`src/rtl/router_pkg.sv`:
```
// Shared types and helpers for the NoC router input stage: direction encoding,
// flit header field positions and the XY route function.
package router_pkg;

   typedef enum logic [2:0] {
      DIR_LOCAL = 3'd0,
      DIR_NORTH = 3'd1,
      DIR_SOUTH = 3'd2,
      DIR_EAST  = 3'd3,
      DIR_WEST  = 3'd4
   } dir_t;

   localparam int unsigned COORD_W    = 4;
   localparam int unsigned DEST_X_LSB = 4;
   localparam int unsigned DEST_Y_LSB = 0;

   // Dimension-ordered routing: resolve X first, then Y, else eject locally.
   function automatic dir_t xy_route(input logic [COORD_W-1:0] dest_x,
                                     input logic [COORD_W-1:0] dest_y,
                                     input logic [COORD_W-1:0] my_x,
                                     input logic [COORD_W-1:0] my_y);
      dir_t dir;
      dir = DIR_LOCAL;
      if (dest_x > my_x)      dir = DIR_EAST;
      else if (dest_x < my_x) dir = DIR_WEST;
      else if (dest_y > my_y) dir = DIR_NORTH;
      else if (dest_y < my_y) dir = DIR_SOUTH;
      return dir;
   endfunction

endpackage

```
`src/rtl/router_fifo.sv`:
```
// Single valid/ready input FIFO with show-ahead head and occupancy output.
// DEPTH need not be a power of two; pointers wrap by explicit compare.
module router_fifo #(
   parameter int unsigned DEPTH  = 4,
   parameter int unsigned FLIT_W = 32,
   localparam int unsigned CNT_W = $clog2(DEPTH + 1)
) (
   input  logic              clk,
   input  logic              rst_n,
   input  logic              in_valid,
   input  logic [FLIT_W-1:0] in_flit,
   output logic              in_ready,
   output logic              out_valid,
   output logic [FLIT_W-1:0] out_flit,
   input  logic              out_ready,
   output logic [CNT_W-1:0]  level
);

   localparam int unsigned PTR_W = (DEPTH > 1) ? $clog2(DEPTH) : 1;

   logic [FLIT_W-1:0] mem [DEPTH];
   logic [PTR_W-1:0]  wr_ptr, wr_ptr_nxt;
   logic [PTR_W-1:0]  rd_ptr, rd_ptr_nxt;
   logic [CNT_W-1:0]  count, count_nxt;
   logic              push, pop;

   function automatic logic [PTR_W-1:0] ptr_inc(input logic [PTR_W-1:0] ptr);
      return (ptr == PTR_W'(DEPTH - 1)) ? '0 : ptr + PTR_W'(1);
   endfunction

   // Handshakes use registered flags only, so in_ready never depends on out_ready.
   always_comb begin
      push       = in_valid & in_ready;
      pop        = out_valid & out_ready;
      wr_ptr_nxt = push ? ptr_inc(wr_ptr) : wr_ptr;
      rd_ptr_nxt = pop ? ptr_inc(rd_ptr) : rd_ptr;
      count_nxt  = count;
      if (push && !pop)      count_nxt = count + CNT_W'(1);
      else if (pop && !push) count_nxt = count - CNT_W'(1);
   end

   always_ff @(posedge clk or negedge rst_n) begin
      if (!rst_n) begin
         wr_ptr    <= '0;
         rd_ptr    <= '0;
         count     <= '0;
         in_ready  <= 1'b1;
         out_valid <= 1'b0;
      end else begin
         wr_ptr    <= wr_ptr_nxt;
         rd_ptr    <= rd_ptr_nxt;
         count     <= count_nxt;
         in_ready  <= (count_nxt != CNT_W'(DEPTH));
         out_valid <= (count_nxt != '0);
      end
   end

   // Storage is deliberately left unreset.
   always_ff @(posedge clk) begin
      if (push) mem[wr_ptr] <= in_flit;
   end

   // Masking keeps stale storage off the bus after reset or drain.
   always_comb begin
      out_flit = '0;
      if (out_valid) out_flit = mem[rd_ptr];
   end

   assign level = count;

endmodule

```
`src/rtl/router_in_queues.sv`:
```
// Bank of independent per-direction input FIFOs for a mesh NoC router.
// Optional macro ROUTER_RC_EN adds a combinational XY route of each queue head.
module router_in_queues
   import router_pkg::*;
#(
   parameter int unsigned NUM_PORTS = 5,
   parameter int unsigned DEPTH     = 4,
   parameter int unsigned FLIT_W    = 32,
   parameter int unsigned MY_X      = 0,
   parameter int unsigned MY_Y      = 0,
   localparam int unsigned CNT_W    = $clog2(DEPTH + 1)
) (
   input  logic                             clk,
   input  logic                             rst_n,
   input  logic [NUM_PORTS-1:0]             in_valid,
   input  logic [NUM_PORTS-1:0][FLIT_W-1:0] in_flit,
   output logic [NUM_PORTS-1:0]             in_ready,
   output logic [NUM_PORTS-1:0]             out_valid,
   output logic [NUM_PORTS-1:0][FLIT_W-1:0] out_flit,
   input  logic [NUM_PORTS-1:0]             out_ready,
   output logic [NUM_PORTS-1:0][2:0]        out_dir,
   output logic [NUM_PORTS-1:0][CNT_W-1:0]  level
);

   // Elaboration-time guard on parameter ranges, including router coordinates.
   if (NUM_PORTS < 1 || DEPTH < 2 || FLIT_W < 8 ||
       MY_X >= (1 << COORD_W) || MY_Y >= (1 << COORD_W)) begin : g_param_check
      $error("router_in_queues: illegal parameter value");
   end

   for (genvar p = 0; p < NUM_PORTS; p++) begin : g_port
      router_fifo #(
         .DEPTH  (DEPTH),
         .FLIT_W (FLIT_W)
      ) u_fifo (
         .clk       (clk),
         .rst_n     (rst_n),
         .in_valid  (in_valid[p]),
         .in_flit   (in_flit[p]),
         .in_ready  (in_ready[p]),
         .out_valid (out_valid[p]),
         .out_flit  (out_flit[p]),
         .out_ready (out_ready[p]),
         .level     (level[p])
      );
   end

`ifdef ROUTER_RC_EN
   // Route is computed from the head flit; an empty queue reports LOCAL.
   always_comb begin
      for (int p = 0; p < int'(NUM_PORTS); p++) begin
         out_dir[p] = 3'(DIR_LOCAL);
         if (out_valid[p]) begin
            out_dir[p] = 3'(xy_route(out_flit[p][DEST_X_LSB +: COORD_W],
                                     out_flit[p][DEST_Y_LSB +: COORD_W],
                                     COORD_W'(MY_X), COORD_W'(MY_Y)));
         end
      end
   end
`else
   assign out_dir = {NUM_PORTS{3'(DIR_LOCAL)}};
`endif

endmodule

```
`config.mk`:
```
export PLATFORM = sky130hd
export DESIGN_NAME = router_in_queues
export DESIGN_NICKNAME = d
export VERILOG_FILES = /design/src/rtl/router_pkg.sv /design/src/rtl/router_fifo.sv /design/src/rtl/router_in_queues.sv
export SDC_FILE = /design/constraint.sdc
export NUM_CORES = 1
export LEC_CHECK = 0
export CORE_ASPECT_RATIO = 1.1
export CORE_MARGIN = 1
export CORE_UTILIZATION = 68
export CTS_CLUSTER_SIZE = 30
export DETAILED_ROUTE_END_ITERATION = 8
export DONT_BUFFER_PORTS = 1
export PLACE_DENSITY = 0.88
export SYNTH_ARGS = -nofsm -noshare
export SYNTH_HDL_FRONTEND = slang
export SYNTH_SLANG_ARGS = --single-unit
```
`constraint.sdc`:
```
create_clock -name clk -period 4.2 [get_ports clk]
set_input_delay 0.21 -clock clk [delete_from_list [all_inputs] [get_ports clk]]
set_output_delay 0.21 -clock clk [all_outputs]
set_load 0.05 [all_outputs]
```
==> summary.txt, run 1 <==
Global route
  • Grt total ovfl: 0
  • First-pass GRT wire length: ~85 mm
  • GRT Util Overall: 0.294
  • Vias in the first global route: 13.9k
  • Largest net degree at the start of global routing: 46
  • Initial antenna violation count: 3

Status
  • Status: finished, final reports clean

Placed design
  • Post-detail-place hpwl: 32.6 mm
  • Placed cells: 1763
  • RePlAce Congestion: 0.760
  • Number of port buffers: 0

Critical path
  • Crit end category: primary output
  • CP required: between 3 and 4 ns
  • CP Launch Type: flip-flop
  • Max FO, Critical Path: 28
  • CP arrival: 2.79 ns
  • WS Path Type: reg -> out

Clocking
  • Max H-tree Level: 3
  • Post-CTS Setup Inserts: 0
  • Longest Clk Path Bufs: 3
  • Root Buffer: clkbuf_16
  • CTS Sinks: ~700
  • Clock Latency Late Sink: about 0.58 ns
  • Total CTS buffers: 66
  • TritonCTS clock tree: yes
  • Clk slew on worst S/H paths: 0.06 ns

STA
  • Post-route clock period utilization: 0.715
  • Unrepaired setup endpoints after global routing: no
  • Max Freq: about 0.33 GHz
  • Clock period minus worst slack: around 3.0 ns
  • Setup TNS: 0 ns
  • Final Max Slew Viols: 0
  • Final setup vio count: 0
  • Actual slew at the worst max-slew pin: around 1.1 ns
  • Slew HR: 0.238
  • Hold Vio Cnt, Final: 0
  • Worst Clk Skew: 0.0203 ns

Route
  • First-pass iteration count of the detailed router: 5
  • Total Wirelength: between 50 and 60 mm
  • Number of antenna-violating nets in the routed design: 0
  • Via count: approximately 13k
  • Wire per inst: around 29 um
  • Vias per cell: roughly 6.4
  • DRC viols: 0
  • Drt initial violations: around 1.2k

Layout
  • Cell Count, Final, Fillers Out: 2049
  • Synth-to-layout area growth: 15.7%
  • Nets: ~1.7k
  • Layout filler cell count: between 1.5k and 2k
  • Layout cell share with drive strength beyond 1: 0.206
  • Post-layout util: 0.797

Floorplan
  • Core ar.: between 30000 and 40000 sq um
  • # rows: 76
  • Io pins: 372
  • Initial Util: 0.689
  • Die Height: 211 um
  • Die area: approximately 40000 sq um
  • Die Width: 192 um

Pwr
  • Flop pwr share: 0.401
  • Internal Power: roughly 15000 uW
  • Peak VDD IR: between 0.8 and 0.9 mV
  • Lkg Pwr: ~0.011 uW
  • Switching part of the total: 0.411
  • Power density over the cells: approximately 820 nW/um^2
  • Combinational share of power: 0.370
  • Clock Power Share: 0.229
  • Net switching power: ~11000 uW

Synthesis
  • Count leader, synth: edfxtp_1
  • Synth cell types: 37
  • Post-synth ARST share: 0.0657
  • Seq/Total Area, Yosys: 0.754
  • Cell count after synthesis: roughly 1.3k
  • Syn Std Cell Area: about 27000 sq um
  • Largest area contributor in the netlist: edfxtp_1
  • Synth Area per Inst: 20.9 sq um
  • Dominant cells by area after synthesis: edfxtp_1, mux4_2, and2_1
  • Post-synth EDFFs: 640
  • Top FF cell, synth: edfxtp_1
  • Synth Register Bits: 685
  • Top-area cell type share of the netlist area: 0.712
  • Most instantiated cells after synthesis: edfxtp_1, and2_1, mux4_2
  • YS warnings: 0

Job
  • Maxcap violations: 0

Worst hold path
  • Hold Crit Class: in -> reg
-- metal layers --
layer	vias up	global-route usage	part of all wire
met2	723	0.506	0.53
met1	6732	0.364	0.34
met5	-	0	0
met3	106	0.0713	0.089
li1	5514	-	-
met4	0	0.107	0.031
-- metrics by stage --
step / instance area, sq um / setup slack, ns / hold slack, ns / total power [uW]
global placement: 27400 / 1.81 / -0.0824 / 19300
detailed placement: 27400 / 1.76 / -0.0818 / 19500
global route: 31200 / 1.04 / 0.0404 / 26600
CTS: 31200 / 1.13 / 0.00138 / 25700
floorplan: 27000 / 2.09 / -0.0856 / 18200
finish: 31200 / 1.20 / 0.0224 / 25700
-- flip-flops by register name, indices dropped and copies added, names as in the netlist --
signal / count
g_port.u_fifo.mem: 640
g_port.u_fifo.level: 15
g_port.u_fifo.wr_ptr: 10
g_port.u_fifo.rd_ptr: 10
g_port.u_fifo.in_ready: 5
g_port.u_fifo.out_valid: 5
-- worst max-delay path: stages (launching register included) --
cell and delay [ns]:
dfrtp_2 0.97, buf_4 0.35, mux4_2 0.54, and2_1 0.35
-- final timing paths --
path | startpoint | endpoint | slack [ns] | depth (start not counted)
worst max-delay path | g_port[4].u_fifo.rd_ptr[0]$_DFFE_PN0P_ | out_flit[146] | 1.20 | 3
worst min-delay path | in_valid[4] | g_port[4].u_fifo.level[2]$_DFF_PN0_ | 0.02 | 3
worst max register to register | g_port[0].u_fifo.in_ready$_DFF_PN1_ | g_port[0].u_fifo.mem[2][27]$_DFFE_PP_ | 1.84 | 2
worst min register to register | g_port[1].u_fifo.rd_ptr[1]$_DFFE_PN0P_ | g_port[1].u_fifo.rd_ptr[1]$_DFFE_PN0P_ | 0.54 | 1
max in group asynchronous | rst_n | g_port[3].u_fifo.in_ready$_DFF_PN1_ | 3.76 | 2
min in group asynchronous | rst_n | g_port[0].u_fifo.rd_ptr[1]$_DFFE_PN0P_ | 0.14 | 2
-- power groups by stage --
stage          logic [uW]  clock network (uW)  registers [uW]
3_3_place_gp         9000                   0           10300
4_1_cts              9480                5930           10300
2_1_floorplan        8550                   0            9640
5_1_grt              9910                6190           10500
6_report             9500                5870           10300
3_5_place_dp         9150                   0           10400
-- kinds of logic (layout without fill, tap and decap cells) --
| kind of cell | Yosys count | in the layout | synth area share |
|---|---|---|---|
| adders and majority gates | 35 | 35 | 0.0162 |
| AOI/OAI and AO/OA | 34 | 34 | 0.00904 |
| DFF | 685 | 685 | 0.754 |
| and+or+nand+nor | 245 | 245 | 0.0544 |
| buffers and inverters | 104 | 335 | 0.0218 |
| muxes | 175 | 175 | 0.140 |
| xor gates and xnor gates | 14 | 14 | 0.00454 |
| other | 1 | 19 | 0.000139 |
-- cell usage in the layout (no fill, tap or decap), types with 21 or more instances in the layout --
master	count
edfxtp_1	640
dlygate4sd3_1	164
mux4_2	160
and2_1	164
clkbuf_16	67
nand2_1	21
dfrtp_1	34
buf_4	33
and3_1	25
ha_1	35
-- repair_timing --
action / CTS / global route
endpoints found under the hold margin: 690 / 0
hold buffers: 165 / 0
resized for setup: 0 / 0
endpoints found under the setup margin: 0 / 0
-- final cells by class --
cell class,instances,area (sq um),share of cell area
flip-flops and latches,685,20400,0.652
multi-input cells,518,6100,0.195
repair buffers,198,1920,0.0614
clock buffers,82,1730,0.0555
well taps,507,634,0.0203
clock inverters,35,387,0.0124
inverters,20,75.1,0.00241
diodes,4,10.0,0.000321
No activity file was read; power rests on OpenSTA's default activity.
==> run 2, diff against run 1 <==
CORE_UTILIZATION = 63   (was 68)
PLACE_DENSITY = 0.83   (was 0.88)
clock period = 3.1 ns   (was 4.2 ns; I/O delays follow)
==> run 2 against run 1 <==
Total power increased by 33%; first-iteration DRC count is 22% lower; via count shrank 0.67%; critical path type unchanged; largest cell class unchanged.
==> summary.txt, run 2 (synthesis results as in run 1) <==
Global route
  • Vias in the first global route: 13.6k (-2.2%)
  • Grt total ovfl: 0 (unchanged)
  • First-pass GRT wire length: 81.0 mm (-5.1%)
  • Largest net degree at the start of global routing: 46 (unchanged)
  • GRT Util Overall: 0.257 (-0.0370)
  • Initial antenna violation count: 5 (+2)

Pwr
  • Peak VDD IR: 0.978 mV (+22%)
  • Power density over the cells: 1100 nW/um^2 (+33%)
  • Lkg Pwr: 0.0105 uW (-0.52%)

Clocking
  • Hold_buf cts: 169 (+2.4%)
  • Longest Clk Path Bufs: 3 (unchanged)
  • Total CTS buffers: 61 (-7.6%)
  • Post-CTS Setup Inserts: 0 (unchanged)
  • Clock Latency Late Sink: 0.62 ns (+0.04 ns)
  • Number of gates resized after CTS: 0 (unchanged)
  • Max H-tree Level: 2 (-1)
  • Clk slew on worst S/H paths: 0.06 ns (about the same)
  • CTS Sinks: 685 (unchanged)
  • Root Buffer: clkbuf_16
  • TritonCTS clock tree: yes

STA
  • Actual slew at the worst max-slew pin: 0.748 ns (-0.394 ns)
  • Setup TNS: 0 ns (unchanged)
  • Clock period minus worst slack: 2.88 ns
  • Final setup vio count: 0 (unchanged)
  • Worst Clk Skew: 0.0145 ns (-0.00581 ns)
  • Slew HR: 0.501 (+0.263)
  • Unrepaired setup endpoints after global routing: no
  • Post-route clock period utilization: 0.929
  • Max Freq: 0.347 GHz
  • Hold Vio Cnt, Final: 0 (unchanged)
  • Final Max Slew Viols: 0 (unchanged)

Critical path
  • RR Startpoint: g_port[3].u_fifo.level[0]$_DFF_PN0_
  • Capture point of the worst reg-to-reg path: g_port[3].u_fifo.out_valid$_DFF_PN0_
  • CP Launch Point: g_port[2].u_fifo.rd_ptr[0]$_DFFE_PN0P_
  • Max FO, Critical Path: 21 (-25%)
  • CP required: 2.94 ns (-1.05 ns)
  • CP Launch Type: flip-flop
  • Crit end category: primary output
  • R2R cell count: 5 (+3)
  • WS Path Type: reg -> out
  • R2r setup slk: 0.76 ns (-1.08 ns)
  • CP arrival: 2.73 ns (-0.06 ns)

Route
  • Vias per cell: 6.15 (-3.5%)
  • DRC viols: 0 (unchanged)
  • Wire per inst: 26.5 um (-7.2%)
  • Drt initial violations: 919 (-22%)
  • Total Wirelength: 55.9 mm (-4.5%)
  • Number of antenna-violating nets in the routed design: 0 (unchanged)
  • First-pass iteration count of the detailed router: 7 (+2)
  • Via count: 13.0k (-0.67%)

Layout
  • Reg with most FFs: g_port.u_fifo.mem
  • Layout cell share with drive strength beyond 1: 0.200 (-0.00611)
  • Post-layout util: 0.738 (-0.0590)
  • Commonest non-fill, non-tap cell in the layout: edfxtp_1
  • Synth-to-layout area growth: 15.7% (about the same)
  • Nets: 1700 (+0.24%)
  • Commonest non-fill, non-tap cells in the layout: edfxtp_1, dlygate4sd3_1, and2_1
  • Max FFs per register: 640 (unchanged)

Floorplan
  • Die area: 43700 sq um (+7.9%)
  • Core ar.: 42300 sq um (+8.0%)
  • # rows: 79 (+3.9%)
  • Io pins: 372 (unchanged)
  • Initial Util: 0.638 (-0.0509)
  • Die Width: 199 um (+3.9%)
  • Die Height: 219 um (+3.9%)

Job
  • Maxcap violations: 0 (unchanged)

Placed design
  • Post-detail-place hpwl: 31.7 mm (-2.6%)
  • Number of port buffers: 0 (unchanged)
  • RePlAce Congestion: 0.782 (+2.8%)

Worst hold path
  • Min-Delay Startpoint: out_ready[0]
  • Hold Path Depth: 2 (-1)
  • Hold Crit Class: in -> reg
  • Hold path endpoint: g_port[0].u_fifo.rd_ptr[0]$_DFFE_PN0P_

Status
  • Status: finished, final reports clean
[run 2: area by class of cell]
type | count | area (sq um)
flip-flops and latches | 685 | 20400
fillers | 2284 | 11100
multi-input cells | 518 | 6100
repair buffers | 207 | 2060
clock buffers | 85 | 1680
well taps | 567 | 709
clock inverters | 25 | 226
inverters | 20 | 75.1
diodes | 3 | 7.51
[run 2: worst max-delay path by stage]
stage / to / depth (start not counted)
finish: out_flit[87] / 3
global route: out_flit[87] / 3
CTS: out_flit[77] / 3
detailed placement: g_port[3].u_fifo.out_valid$_DFF_PN0_ / 5
global placement: g_port[3].u_fifo.out_valid$_DFF_PN0_ / 5
floorplan: g_port[3].u_fifo.out_valid$_DFF_PN0_ / 5
[run 2: power by group]
| group | total (uW) | switching (uW) | internal (uW) |
|---|---|---|---|
| registers | 13500 | 1420 | 12100 |
| clock network | 7270 | 3170 | 4090 |
| logic | 13400 | 9560 | 3850 |
| total | 34200 | 14200 | 20100 |
[run 2: worst max-delay path: stages, from the launching register on]
cell and delay, ns:
dfrtp_2 0.80, buf_4 0.36, mux4_2 0.59, and2_1 0.36
[run 2: metal layers]
layer | vias to the layer above | global-route usage | share of wire
met2 | 602 | 0.440 | 0.52
met1 | 6760 | 0.311 | 0.35
met3 | 118 | 0.0665 | 0.090
met5 | - | 0 | 0.00034
met4 | 4 | 0.105 | 0.034
li1 | 5503 | - | -
[run 2: stage by stage]
step	instances	worst slack [ns]	total power (uW)	hold slack [ns]	cell area (sq um)
after floorplan	1307	0.993	24600	-0.141	27000
after global placement	1828	0.926	26300	-0.139	27600
after detailed placement	1828	0.858	26700	-0.136	27600
after CTS	2107	0.203	34200	0.0319	31200
after global routing	2110	0.0632	35400	0.0589	31200
final	2110	0.220	34200	0.0698	31200
